$ cat config.mk
export PLATFORM = sky130hd
export DESIGN_NAME = c7bifu_ibuf
export DESIGN_NICKNAME = d
export VERILOG_FILES = /design/src/rtl/c7bifu_pkg.sv /design/src/rtl/c7bifu_dff.sv /design/src/rtl/c7bifu_ibuf_ptr.sv /design/src/rtl/c7bifu_ibuf.sv
export SDC_FILE = /design/constraint.sdc
export NUM_CORES = 1
export LEC_CHECK = 0
export CAP_MARGIN = 30
export CORE_MARGIN = 2
export CORE_UTILIZATION = 55
export CTS_CLUSTER_DIAMETER = 120
export CTS_CLUSTER_SIZE = 25
export DETAILED_ROUTE_END_ITERATION = 10
export GPL_TIMING_DRIVEN = 0
export PLACE_DENSITY = 0.83
export SLEW_MARGIN = 20
export SYNTH_ARGS = -nofsm -noshare
export SYNTH_HDL_FRONTEND = slang
export SYNTH_HIERARCHICAL = 1
export SYNTH_SLANG_ARGS = --single-unit
export TNS_END_PERCENT = 20
$ cat constraint.sdc
create_clock -name clk -period 16.22 [get_ports clk]
set_input_delay 4.055 -clock clk [delete_from_list [all_inputs] [get_ports clk]]
set_output_delay 4.055 -clock clk [all_outputs]
set_load 0.02 [all_outputs]
$ cat src/rtl/c7bifu_pkg.sv
// rtl/c7bifu_pkg.sv - shared c7bifu constants and helpers
package c7bifu_pkg;

    // Default PC width used across the instruction-fetch unit
    localparam int PC_W_DEF = 32;

    // Any of the execute-stage redirect sources empties the fetch pipeline
    function automatic logic ifu_flush(input logic except, input logic branch, input logic ertn);
        return except | branch | ertn;
    endfunction

endpackage

$ cat src/rtl/c7bifu_dff.sv
// rtl/c7bifu_dff.sv - generic register cell with asynchronous clear
module c7bifu_dff #(
    parameter int W = 1
) (
    input  logic         clk,
    input  logic         reset,
    input  logic [W-1:0] d_i,
    output logic [W-1:0] q_o
);

    // Plain state flop, cleared the moment reset rises
    always_ff @(posedge clk or posedge reset) begin
        if (reset) q_o <= '0;
        else       q_o <= d_i;
    end

endmodule

$ cat src/rtl/c7bifu_ibuf_ptr.sv
// rtl/c7bifu_ibuf_ptr.sv - instruction buffer pointer and occupancy tracking
module c7bifu_ibuf_ptr #(
    parameter int DEPTH = 4,
    parameter int AW    = $clog2(DEPTH),
    parameter int CW    = AW + 1
) (
    input  logic          clk,
    input  logic          reset,
    input  logic          push_vld_i,
    input  logic          pop_rdy_i,
    input  logic          flush_i,
    output logic [AW-1:0] rptr_o,
    output logic [AW-1:0] wptr_o,
    output logic [CW-1:0] count_o,
    output logic          wr_en_o,
    output logic          ovf_set_o
);

    logic [AW-1:0] rptr_d, rptr_q;
    logic [AW-1:0] wptr_d, wptr_q;
    logic [CW-1:0] count_d, count_q;
    logic          pop;
    logic          full_all;

    // A pop frees a slot in the same cycle, so a push into a full buffer is legal alongside it
    always_comb begin
        full_all  = (count_q == CW'(DEPTH));
        pop       = (count_q != '0) & pop_rdy_i & ~flush_i;
        wr_en_o   = push_vld_i & ~flush_i & (~full_all | pop);
        ovf_set_o = push_vld_i & ~flush_i & full_all & ~pop;
        if (flush_i) begin
            rptr_d  = '0;
            wptr_d  = '0;
            count_d = '0;
        end else begin
            rptr_d  = rptr_q + AW'(pop);
            wptr_d  = wptr_q + AW'(wr_en_o);
            count_d = count_q + CW'(wr_en_o) - CW'(pop);
        end
    end

    c7bifu_dff #(.W(AW)) u_rptr  (.clk(clk), .reset(reset), .d_i(rptr_d),  .q_o(rptr_q));
    c7bifu_dff #(.W(AW)) u_wptr  (.clk(clk), .reset(reset), .d_i(wptr_d),  .q_o(wptr_q));
    c7bifu_dff #(.W(CW)) u_count (.clk(clk), .reset(reset), .d_i(count_d), .q_o(count_q));

    assign rptr_o  = rptr_q;
    assign wptr_o  = wptr_q;
    assign count_o = count_q;

endmodule

$ cat src/rtl/c7bifu_ibuf.sv
// rtl/c7bifu_ibuf.sv - instruction buffer between fetch and decode
module c7bifu_ibuf
    import c7bifu_pkg::*;
#(
    parameter int DEPTH = 4,
    parameter int PC_W  = PC_W_DEF
) (
    input  logic            clk,
    input  logic            reset,
    input  logic            icu_data_vld,
    input  logic [31:0]     icu_ifu_data_ic2,
    input  logic [PC_W-1:0] fdp_ibuf_pc,
    input  logic            exu_ifu_except,
    input  logic            exu_ifu_branch,
    input  logic            exu_ifu_ertn,
    input  logic            exu_ifu_ready,
    output logic            ifu_exu_valid,
    output logic [31:0]     ifu_exu_inst,
    output logic [PC_W-1:0] ifu_exu_pc,
    output logic            ifu_exu_adef,
    output logic            ibuf_fcl_full,
    output logic            ibuf_ovf
);

    localparam int AW = $clog2(DEPTH);
    localparam int CW = AW + 1;

    logic [AW-1:0] rptr, wptr;
    logic [CW-1:0] count;
    logic          wr_en, ovf_set, flush;
    logic          ovf_d, ovf_q;

    logic [31:0]     inst_mem [DEPTH];
    logic [PC_W-1:0] pc_mem   [DEPTH];
    logic            adef_mem [DEPTH];

    assign flush = ifu_flush(exu_ifu_except, exu_ifu_branch, exu_ifu_ertn);

    c7bifu_ibuf_ptr #(.DEPTH(DEPTH)) u_ptr (
        .clk        (clk),
        .reset      (reset),
        .push_vld_i (icu_data_vld),
        .pop_rdy_i  (exu_ifu_ready),
        .flush_i    (flush),
        .rptr_o     (rptr),
        .wptr_o     (wptr),
        .count_o    (count),
        .wr_en_o    (wr_en),
        .ovf_set_o  (ovf_set)
    );

    // Entry payload; misalignment is captured at write so the head never re-derives it
    always_ff @(posedge clk) begin
        if (wr_en) begin
            inst_mem[wptr] <= icu_ifu_data_ic2;
            pc_mem[wptr]   <= fdp_ibuf_pc;
            adef_mem[wptr] <= (fdp_ibuf_pc[1:0] != 2'b00);
        end
    end

    // Overflow stays set until reset so software can see that a fetch was lost
    assign ovf_d = ovf_q | ovf_set;
    c7bifu_dff #(.W(1)) u_ovf (.clk(clk), .reset(reset), .d_i(ovf_d), .q_o(ovf_q));

    // Full is raised one slot early to absorb the fetch already in flight
    assign ifu_exu_valid = (count != '0);
    assign ibuf_fcl_full = (count >= CW'(DEPTH - 1));
    assign ibuf_ovf      = ovf_q;
    assign ifu_exu_inst  = inst_mem[rptr];
    assign ifu_exu_pc    = pc_mem[rptr];
    assign ifu_exu_adef  = adef_mem[rptr];

endmodule

==> impl_metrics.ini <==
[logic_synthesis]
yosys-top-cells-count = edfxtp_1 (260), mux4_2 (65), dfrtp_1 (8)
synth_top_family_by_area = multiplexers
syn_nets = 460
yosysTopAreaCell = edfxtp_1
synth.distinct_cells = 25
avgSynthCellArea_um2 = 25.8
yosys_warnings = 6
async_flop_share = 0.0299
synth_compound_area_frac = 0.000757
ys_ff_latch = 268
syn_inst = 384
netlist_area_um2 = 9920
synth-edff-count = 260
yosysTopAreaCellShare = 0.787
yosysMostFrequentCell = edfxtp_1
synthFlopType = edfxtp_1
synthXorXnorAreaFrac = 0.00442
synth-simple-area-share = 0.0146
synth_seq_area_share = 0.807
synth_area_leaders = edfxtp_1 (79%), mux4_2 (15%), dfrtp_1 (2.0%), buf_12 (1.0%), ha_1 (0.50%)
yosys.area_share.adder = 0.00707
synthMuxAreaShare = 0.148

[clock_network]
cts_buffers = 14
h-tree-depth = 1
holdBufCountCts = 0
cts_tree = built
clock_tree.root_cell = clkbuf_16
cts_num_sinks = 268
path_clk_slew_ns = 0.10
clockBufferDepth = 3
post_cts_buffers = 0
clk_latency_ns = 0.47
cts_resized = 0

[pwr]
clkPwrFrac = 0.308
p_seq_frac = 0.649
power.leakage_nw = 3.83
ir_drop_uv = 96.0
p_int_mw = 0.963
switching_share = 0.182
power.density_nw_per_um2 = 97.0
power.switching_mw = 0.215
power.total_mw = 1.18
pwr-share-comb = 0.042

[sta]
skew_ns = 0.0213
tightestPinTransition_ns = 0.641
slew_headroom = 0.573
final.setup.tns_ns = 0
maxSlewViolCount = 0
post-route-min-period_ns = 6.50
setup_viol_count_final = 0
fmax_mhz = 154
timing.final.crit_share = 0.401
grt_setup_unrepaired = false
finalHoldViolCount = 0

[critical_path]
cp.required_ns = 16.63
worst_setup_path_end_kind = register
cp_max_fo = 10
path_class = in -> reg
worstPathCellList = clkdlybuf4s50_1 -> or3_1 -> clkbuf_1 -> nor3b_1 -> ha_1 -> inv_1 -> ha_1 -> inv_1 -> fa_1 -> xnor3_4 -> nor2_1
max_stage_delay_ns = 0.43
cp_num_buf_inv = 4
path_delay_family = simple AND/OR/NAND/NOR gates
startpoint_type = primary input
cp.arrival_ns = 6.91
cpMaxStageDelayCell = nor3b_1

[final_layout]
nets = 626
regArea_um2 = 8010
syn2layout_area_growth_pct = 22.4
diodes = 0
multi_input_area_um2 = 1750
fillerInstances = 1079
drive_above_1_share = 0.208

[placement]
dp_hpwl_um = 11000
place.gp.congestion = 0.687
numPortBuffers = 138

[global_route]
grt_antenna_before_repair = 0
grt_max_degree = 36
first_global_vias = 4804
track_usage = 0.175
grt_pass1_wl_um = 26200
grt_overflow = 0

[floorplan]
die_w_um = 138
dieArea_um2 = 19100
ios = 139
die_y_um = 138
initial_utilization = 0.556
core-area_um2 = 17800
fp-row-count = 49

[drt]
antenna_left = 0
num_vias = 4428
viasPerCell = 5.66
routedWlPerCell_um = 21.3
drc = 0
drt_iter0_drc = 293
wl_um = 16700
dr.pass1.iters = 4

[min_path]
hold_path_class = reg -> reg

[status]
status = finished clean

[job]
maxCapViolCount = 0
[worst register-to-register path: stages, from the launching register on]
cell and delay [ns]:
dfrtp_1 0.47, or4b_4 0.56, nand3b_1 0.11, ha_1 0.23, inv_1 0.06, ha_1 0.15, inv_1 0.07, fa_1 0.40
xnor3_4 0.31, nor2_1 0.10
[power by group through the flow]
stage | sequential, mW | combinational, mW | clock, mW
CTS | 0.765 | 0.0504 | 0.373
global route | 0.765 | 0.0530 | 0.395
detailed placement | 0.781 | 0.0501 | 0
finish | 0.765 | 0.0500 | 0.363
global placement | 0.781 | 0.0470 | 0
floorplan | 0.781 | 0.0145 | 0
[state kept, by name (all words and copies together) (netlist names)]
name,flops
inst_mem,128
pc_mem,128
u_ptr/u_rptr/q_o,2
u_ovf/q_o,1
u_ptr/u_wptr/q_o,2
u_ptr/u_count/q_o,3
adef_mem,4
[cell type report]
type / instances / area share
inverter: 6 / 0.00186
sequential: 268 / 0.660
timing repair buffer: 150 / 0.125
multi-input combinational: 95 / 0.144
buffer: 15 / 0.0129
clock buffer: 19 / 0.0322
tap: 229 / 0.0236
clock inverter: 1 / 0.000722
[worst paths after layout]
kind,startpoint,end,slack [ns],cells after the start
max reg2reg,u_ptr/u_count/q_o[1]$_DFF_PP0_,u_ptr/u_count/q_o[2]$_DFF_PP0_,13.69,9
max,exu_ifu_branch,u_ptr/u_count/q_o[2]$_DFF_PP0_,9.72,11
max in group asynchronous,reset,u_ptr/u_count/q_o[0]$_DFF_PP0_,12.19,2
min reg2reg,u_ovf/q_o$_DFF_PP0_,u_ovf/q_o$_DFF_PP0_,0.48,1
min,u_ovf/q_o$_DFF_PP0_,u_ovf/q_o$_DFF_PP0_,0.48,1
min in group asynchronous,reset,u_ovf/q_o$_DFF_PP0_,3.85,2
[metrics by stage]
stage          instances  area, um2  hold slack, ns  setup slack (ns)   util
3_5_place_dp         763      11700           0.461              9.27  0.658
6_report             783      12100           0.482              9.72  0.680
5_1_grt              783      12100           0.523              9.62  0.680
4_1_cts              783      12100           0.490              9.69  0.680
3_3_place_gp         751      11600           0.455              2.29  0.649
2_1_floorplan        384       9920           0.515              6.17      -
[per-layer routing]
metal  vias up  wire, um  GRT usage
met4         0       200     0.0371
li1       1953         -          -
met2       156      8770      0.305
met5         -         0          0
met1      2299      6580      0.231
met3        20      1120     0.0398
[placed cells by master (no fill, tap or decap), types with 3 or more instances in the layout]
cell | Yosys | final
dfrtp_1 | 8 | 8
nor2_1 | 4 | 4
ha_1 | 4 | 4
nor2b_1 | 3 | 3
mux4_2 | 65 | 65
clkbuf_1 | 2 | 6
clkbuf_16 | 0 | 15
clkdlybuf4s50_1 | 0 | 138
inv_1 | 6 | 6
buf_12 | 5 | 8
buf_2 | 6 | 6
edfxtp_1 | 260 | 260
buf_4 | 1 | 8
buf_6 | 1 | 3
[cells by family after synthesis]
kind of cell	after synthesis
AO/OA/AOI/OAI	1
XOR/XNOR	3
adder cells (fa/ha/maj)	5
buffers and inverters	21
flip-flops	268
multiplexers	65
AND/OR/NAND/NOR	21
(Power assumes the default switching activity.)
